<file path="src/rtl/ex_mem.sv">
// EX/MEM pipeline register.
// Carries the EX result (GPR write and HI/LO write) into MEM one clock later,
// and loops the multi-cycle multiply-accumulate state (partial product and
// step counter) back to EX while EX is stalled.
//
// Stall decoding, evaluated at every rising edge:
//   ADVANCE : stall[3]=0             -> MEM takes the EX result, loopback clears
//   BUBBLE  : stall[3]=1, stall[4]=0 -> MEM takes a nop, loopback re-captures
//   HOLD    : stall[3]=1, stall[4]=1 -> MEM keeps its value, loopback re-captures
// Synchronous active-low reset clears everything and wins over every stall case.
module ex_mem (
    input  logic        Clk,
    input  logic        Rst_n,
    input  logic [5:0]  stall,
    input  logic [4:0]  ex_wd,
    input  logic        ex_wreg,
    input  logic [31:0] ex_wdata,
    input  logic [31:0] ex_hi,
    input  logic [31:0] ex_lo,
    input  logic        ex_whilo,
    input  logic [63:0] hilo_i,
    input  logic [1:0]  cnt_i,
    output logic [4:0]  mem_wd,
    output logic        mem_wreg,
    output logic [31:0] mem_wdata,
    output logic [31:0] mem_hi,
    output logic [31:0] mem_lo,
    output logic        mem_whilo,
    output logic [63:0] hilo_o,
    output logic [1:0]  cnt_o
);

    typedef enum logic [1:0] {
        CASE_ADVANCE = 2'd0,
        CASE_BUBBLE  = 2'd1,
        CASE_HOLD    = 2'd2
    } stall_case_t;

    stall_case_t stall_case;

    // Only the EX and MEM stall bits matter here; the others belong to
    // other pipeline stages.
    logic unused_stall;
    assign unused_stall = ^{stall[5], stall[2:0]};

    // Decode which of the three stall cases applies this cycle.
    always_comb begin
        stall_case = CASE_ADVANCE;
        if (stall[3]) begin
            if (stall[4]) begin
                stall_case = CASE_HOLD;
            end else begin
                stall_case = CASE_BUBBLE;
            end
        end
    end

    // MEM-side result register: load on advance, nop on bubble, keep on hold.
    always_ff @(posedge Clk) begin
        if (!Rst_n) begin
            mem_wd    <= 5'd0;
            mem_wreg  <= 1'b0;
            mem_wdata <= 32'd0;
            mem_hi    <= 32'd0;
            mem_lo    <= 32'd0;
            mem_whilo <= 1'b0;
        end else begin
            case (stall_case)
                CASE_ADVANCE: begin
                    mem_wd    <= ex_wd;
                    mem_wreg  <= ex_wreg;
                    mem_wdata <= ex_wdata;
                    mem_hi    <= ex_hi;
                    mem_lo    <= ex_lo;
                    mem_whilo <= ex_whilo;
                end
                CASE_BUBBLE: begin
                    // A bubble must never produce a register-file write.
                    mem_wd    <= 5'd0;
                    mem_wreg  <= 1'b0;
                    mem_wdata <= 32'd0;
                    mem_hi    <= 32'd0;
                    mem_lo    <= 32'd0;
                    mem_whilo <= 1'b0;
                end
                default: begin
                    mem_wd    <= mem_wd;
                    mem_wreg  <= mem_wreg;
                    mem_wdata <= mem_wdata;
                    mem_hi    <= mem_hi;
                    mem_lo    <= mem_lo;
                    mem_whilo <= mem_whilo;
                end
            endcase
        end
    end

    // Multiply-accumulate loopback: cleared when EX advances so the next
    // sequence starts at step 0, otherwise copied bit-exact from EX.
    always_ff @(posedge Clk) begin
        if (!Rst_n) begin
            hilo_o <= 64'd0;
            cnt_o  <= 2'd0;
        end else if (stall_case == CASE_ADVANCE) begin
            hilo_o <= 64'd0;
            cnt_o  <= 2'd0;
        end else begin
            hilo_o <= hilo_i;
            cnt_o  <= cnt_i;
        end
    end

endmodule

</file>
<file path="config.mk">
export PLATFORM = sky130hd
export DESIGN_NAME = ex_mem
export DESIGN_NICKNAME = d
export VERILOG_FILES = /design/src/rtl/ex_mem.sv
export SDC_FILE = /design/constraint.sdc
export NUM_CORES = 1
export LEC_CHECK = 0
export ABC_AREA = 1
export BUFFER_PORTS_ARGS = -buffer_cell sky130_fd_sc_hd__buf_2
export CORE_ASPECT_RATIO = 1.1
export CORE_MARGIN = 4
export CORE_UTILIZATION = 35
export CTS_BUF_LIST = sky130_fd_sc_hd__clkbuf_4
export CTS_CLUSTER_SIZE = 20
export DETAILED_ROUTE_END_ITERATION = 8
export PLACE_DENSITY = 0.65
export SYNTH_ARGS = -nofsm -noshare
export SYNTH_HDL_FRONTEND = slang
export SYNTH_SLANG_ARGS = --single-unit
export TNS_END_PERCENT = 30
</file>
<file path="constraint.sdc">
create_clock -name Clk -period 1.22 [get_ports Clk]
set_clock_uncertainty 0.2 [all_clocks]
set_input_delay 0.061 -clock Clk [delete_from_list [all_inputs] [get_ports Clk]]
set_output_delay 0.061 -clock Clk [all_outputs]
set_load 0.01 [all_outputs]
</file>
==> results of run 1 <==
through the flow:
stage          setup slack [ns]  area (um2)  hold WS (ns)  instances
2_1_floorplan             0.264        5730       -0.0268        665
3_3_place_gp             0.0689        7640        0.0728       1173
3_5_place_dp             0.0693        7640        0.0790       1173
cell families after synthesis:
kind of cell | Yosys count | share of synthesized area
simple gates | 273 | 0.210
flops | 169 | 0.591
buf+inv | 120 | 0.103
compound gates | 103 | 0.0965
==> results.sh, run 1 <==
export IMPL_status="aborted with a tool error"
export IMPL_failed_stage="clock tree synthesis"
export IMPL_error="[ERROR RSZ-0060] Max buffer count reached."
export IMPL_synth_most_common_cell="dfxtp_1"
export IMPL_die_w_um=130
export IMPL_clock_sinks=169
export IMPL_syn_area_mm2=0.00573
export IMPL_dpl_hpwl_um=13800
export IMPL_synth_top_area_share=0.591
export IMPL_num_io_pins=346
export IMPL_cts_hold_buf=244
export IMPL_synthCells=665
export IMPL_post_cts_buffers=4
export IMPL_cts_made_buffers=17
export IMPL_synth_edf_count=0
export IMPL_ys_top_cells_by_count="169 x dfxtp_1, 103 x nand3_1, 93 x a21oi_1, 84 x nand2_1, 67 x inv_1"
export IMPL_netlist_top_cells_area="dfxtp_1 59%, nand3_1 9.0%, a21oi_1 8.1%"
export IMPL_synth_seq_cells=169
export IMPL_syn_num_nets=842
export IMPL_async_flop_share=0
export IMPL_yosys_area_top_type="dfxtp_1"
export IMPL_cts_resized=251
export IMPL_yosys_warnings=0
export IMPL_cts_root_buf="clkbuf_4"
export IMPL_ys_types=15
export IMPL_seq_area_frac_synth=0.591
export IMPL_clock_path_buffers=2
export IMPL_die_h_um=142
export IMPL_port_buffers=341
export IMPL_start_util=0.361
export IMPL_synth_flop_cell="dfxtp_1"
export IMPL_rows=48
export IMPL_finalWeightedCongestion=0.784
export IMPL_syn_avg_cell_area_um2=8.61
export IMPL_htree_levels=4
==> run 2, diff against run 1 <==
==> config.mk (replaced) <==
export PLATFORM = sky130hd
export DESIGN_NAME = ex_mem
export DESIGN_NICKNAME = d
export VERILOG_FILES = /design/src/rtl/ex_mem.sv
export SDC_FILE = /design/constraint.sdc
export NUM_CORES = 1
export LEC_CHECK = 0
export ABC_AREA = 1
export BUFFER_PORTS_ARGS = -buffer_cell sky130_fd_sc_hd__buf_2
export CORE_MARGIN = 4
export CORE_UTILIZATION = 20
export DETAILED_ROUTE_END_ITERATION = 8
export PLACE_DENSITY_LB_ADDON = 0.15
export SYNTH_ARGS = -nofsm -noshare
export SYNTH_HDL_FRONTEND = slang
export SYNTH_SLANG_ARGS = --single-unit
export TNS_END_PERCENT = 30
==> run 2 against run 1 <==
Compared with the run above:
- area after synthesis unchanged
- the flow now finishes, with violations (hold timing, setup timing)
- synthesized cell count unchanged
==> results.sh, run 2 <==
export IMPL_status="finished, violations left"
export IMPL_violations="hold timing, setup timing"
export IMPL_period_share=1.01
export IMPL_yosys_warnings=0
export IMPL_htree_levels=4
export IMPL_cp_data_required_time_ns=1.34
export IMPL_max_slew_margin=0.743
export IMPL_combPwrFrac=0.146
export IMPL_cts_hold_buf=236
export IMPL_finalWirelength_um=22800
export IMPL_cts_made_buffers=17
export IMPL_p_leak_nw=5.61
export IMPL_first_pass_iters=4
export IMPL_clk_pin_slew_ns=0.09
export IMPL_ys_top_cells_by_count="169 x dfxtp_1, 103 x nand3_1, 93 x a21oi_1, 84 x nand2_1, 67 x inv_1"
export IMPL_peakVddDrop_uv=787
export IMPL_port_buffers=341
export IMPL_sw_frac_of_total=0.275
export IMPL_async_flop_share=0
export IMPL_synth_flop_cell="dfxtp_1"
export IMPL_finalHoldViolations=53
export IMPL_grt_pass1_wl_um=36100
export IMPL_die_w_um=177
export IMPL_worst_slack_ns=-0.00891
export IMPL_hp_class="primary input to flip-flop"
export IMPL_setup_viol=2
export IMPL_placed_cell_area_mm2=0.00787
export IMPL_worstSetupEndpointType="flip-flop"
export IMPL_drc=0
export IMPL_pwr_share_clk=0.409
export IMPL_drv_cap=0
export IMPL_detail_route_antenna_nets=0
export IMPL_timing_fmax_mhz=814
export IMPL_synth_edf_count=0
export IMPL_regMostFlops="hilo_o"
export IMPL_fin_cells=1599
export IMPL_fp_coreArea_mm2=0.0280
export IMPL_synth_seq_cells=169
export IMPL_rows=61
export IMPL_netlist_top_cells_area="dfxtp_1 59%, nand3_1 9.0%, a21oi_1 8.1%"
export IMPL_place_ws_ns=0.0786
export IMPL_cts_tree="built"
export IMPL_clock_latency_ns=0.41
export IMPL_tns_ns=-0.0151
export IMPL_drive_gt1_frac=0.359
export IMPL_r2r_cells=2
export IMPL_crit_type="primary input to flip-flop"
export IMPL_seq_area_frac_synth=0.591
export IMPL_syn_area_mm2=0.00573
export IMPL_grt_max_degree=79
export IMPL_crit_fanout=1
export IMPL_antenna_found_initial=0
export IMPL_layout_common_cells="327 x buf_2, 187 x dlygate4sd3_1, 160 x dfxtp_1"
export IMPL_first_global_vias=6902
export IMPL_syn_num_nets=842
export IMPL_synth_most_common_cell="dfxtp_1"
export IMPL_num_io_pins=346
export IMPL_antenna_cells=0
export IMPL_min_period_ns=1.23
export IMPL_wl_per_cell_um=14.3
export IMPL_cp_top_family="buffers and inverters"
export IMPL_start_kind="primary input"
export IMPL_vias=6365
export IMPL_cellPowerDensity_mw_per_mm2=1230
export IMPL_slowest_delay_ns=0.54
export IMPL_cts_root_buf="clkbuf_16"
export IMPL_postLayoutCellArea_mm2=0.0107
export IMPL_hold_depth=4
export IMPL_grt_ovfl_total=0
export IMPL_dp_cells=1356
export IMPL_internal_power_w=0.00956
export IMPL_area_growth_pct=86.8
export IMPL_die_h_um=177
export IMPL_dieArea_mm2=0.0314
export IMPL_worst_hold_slack_ns=-0.0785
export IMPL_drv_slew=0
export IMPL_synth_top_area_share=0.591
export IMPL_final_common_cell="buf_2"
export IMPL_synthCells=665
export IMPL_worstPathCellList="dlygate4sd3_1, buf_2, inv_1, nor2_1, dlygate4sd3_1"
export IMPL_sequentialPowerShare=0.445
export IMPL_grtUsageTotal=0.144
export IMPL_finalWeightedCongestion=0.728
export IMPL_crit_slowest_cell="dlygate4sd3_1"
export IMPL_tightest_slew_ns=0.385
export IMPL_netSwitchingPower_w=0.00362
export IMPL_crit_cells=5
export IMPL_largest_reg_flops=64
export IMPL_crit_buf_inv=4
export IMPL_cp_data_arrival_time_ns=1.35
export IMPL_drt_iter0_markers=216
export IMPL_syn_avg_cell_area_um2=8.61
export IMPL_ys_types=15
export IMPL_dpl_hpwl_um=14900
export IMPL_cpMostUsedCell="dlygate4sd3_1"
export IMPL_start_util=0.204
export IMPL_clock_path_buffers=2
export IMPL_clock_sinks=169
export IMPL_nets=1385
export IMPL_viasPerCell=3.98
export IMPL_yosys_area_top_type="dfxtp_1"
[run 2: worst paths after layout]
path / from / endpoint / slack [ns]
setup reg to reg: mem_lo[16]$_SDFFE_PN0P_ / mem_lo[16]$_SDFFE_PN0P_ / 0.37
hold / removal: Rst_n / mem_lo[31]$_SDFFE_PN0P_ / -0.08
setup / recovery: hilo_i[12] / hilo_o[12]$_SDFF_PP0_ / -0.009
hold reg to reg: mem_wdata[30]$_SDFFE_PN0P_ / mem_wdata[30]$_SDFFE_PN0P_ / 0.26
[run 2: repair_timing]
action,in CTS,in global routing
gates cloned,0,0
gates resized for setup,5,44
endpoints found under the setup margin,4,93
setup buffers,0,0
endpoints found under the hold margin,169,45
[run 2: cells by family (layout without fill, tap and decap cells)]
family,count (synthesis),after routing,synth area share
AOI/OAI and AO/OA,103,103,0.0965
and+or+nand+nor,273,273,0.210
buffers and inverters,120,676,0.103
DFF,169,169,0.591
[run 2: stage by stage]
stage / utilization / power [W]
floorplan: - / 0.00663
global placement: 0.281 / 0.00738
detailed placement: 0.281 / 0.00738
CTS: 0.386 / 0.0134
global route: 0.382 / 0.0139
finish: 0.382 / 0.0132
[run 2: metal layers]
| metal | part of all wire | up-vias | wire length (um) | global-route usage |
|---|---|---|---|---|
| met5 | 0 | - | 0 | 0 |
| met4 | 0.014 | 0 | 314 | 0.0397 |
| met3 | 0.11 | 20 | 2490 | 0.0598 |
| met2 | 0.48 | 262 | 11000 | 0.255 |
| met1 | 0.39 | 2890 | 8970 | 0.157 |
| li1 | - | 3193 | - | - |
[run 2: power by group through the flow]
stage / Sequential, W / Clock (W) / Combinational (W)
6_report: 0.00587 / 0.00539 / 0.00192
5_1_grt: 0.00590 / 0.00584 / 0.00212
4_1_cts: 0.00586 / 0.00563 / 0.00195
3_5_place_dp: 0.00599 / 0 / 0.00139
3_3_place_gp: 0.00598 / 0 / 0.00140
2_1_floorplan: 0.00611 / 0 / 0.000521
[run 2: worst register-to-register path, stage by stage, from the launching register on]
cell and delay [ns]:
dfxtp_1 0.37, nand3_1 0.10, a21oi_2 0.13
[run 2: final cells by class]
class                   count  area (um2)
clock inverters            14         151
fillers                  2843       17300
inverters                  68         258
clock buffers              18         429
multi-input cells         376        1760
well taps                 378         473
repair buffers            576        4230
flip-flops and latches    169        3390
Power figures use the tool's default switching activity.
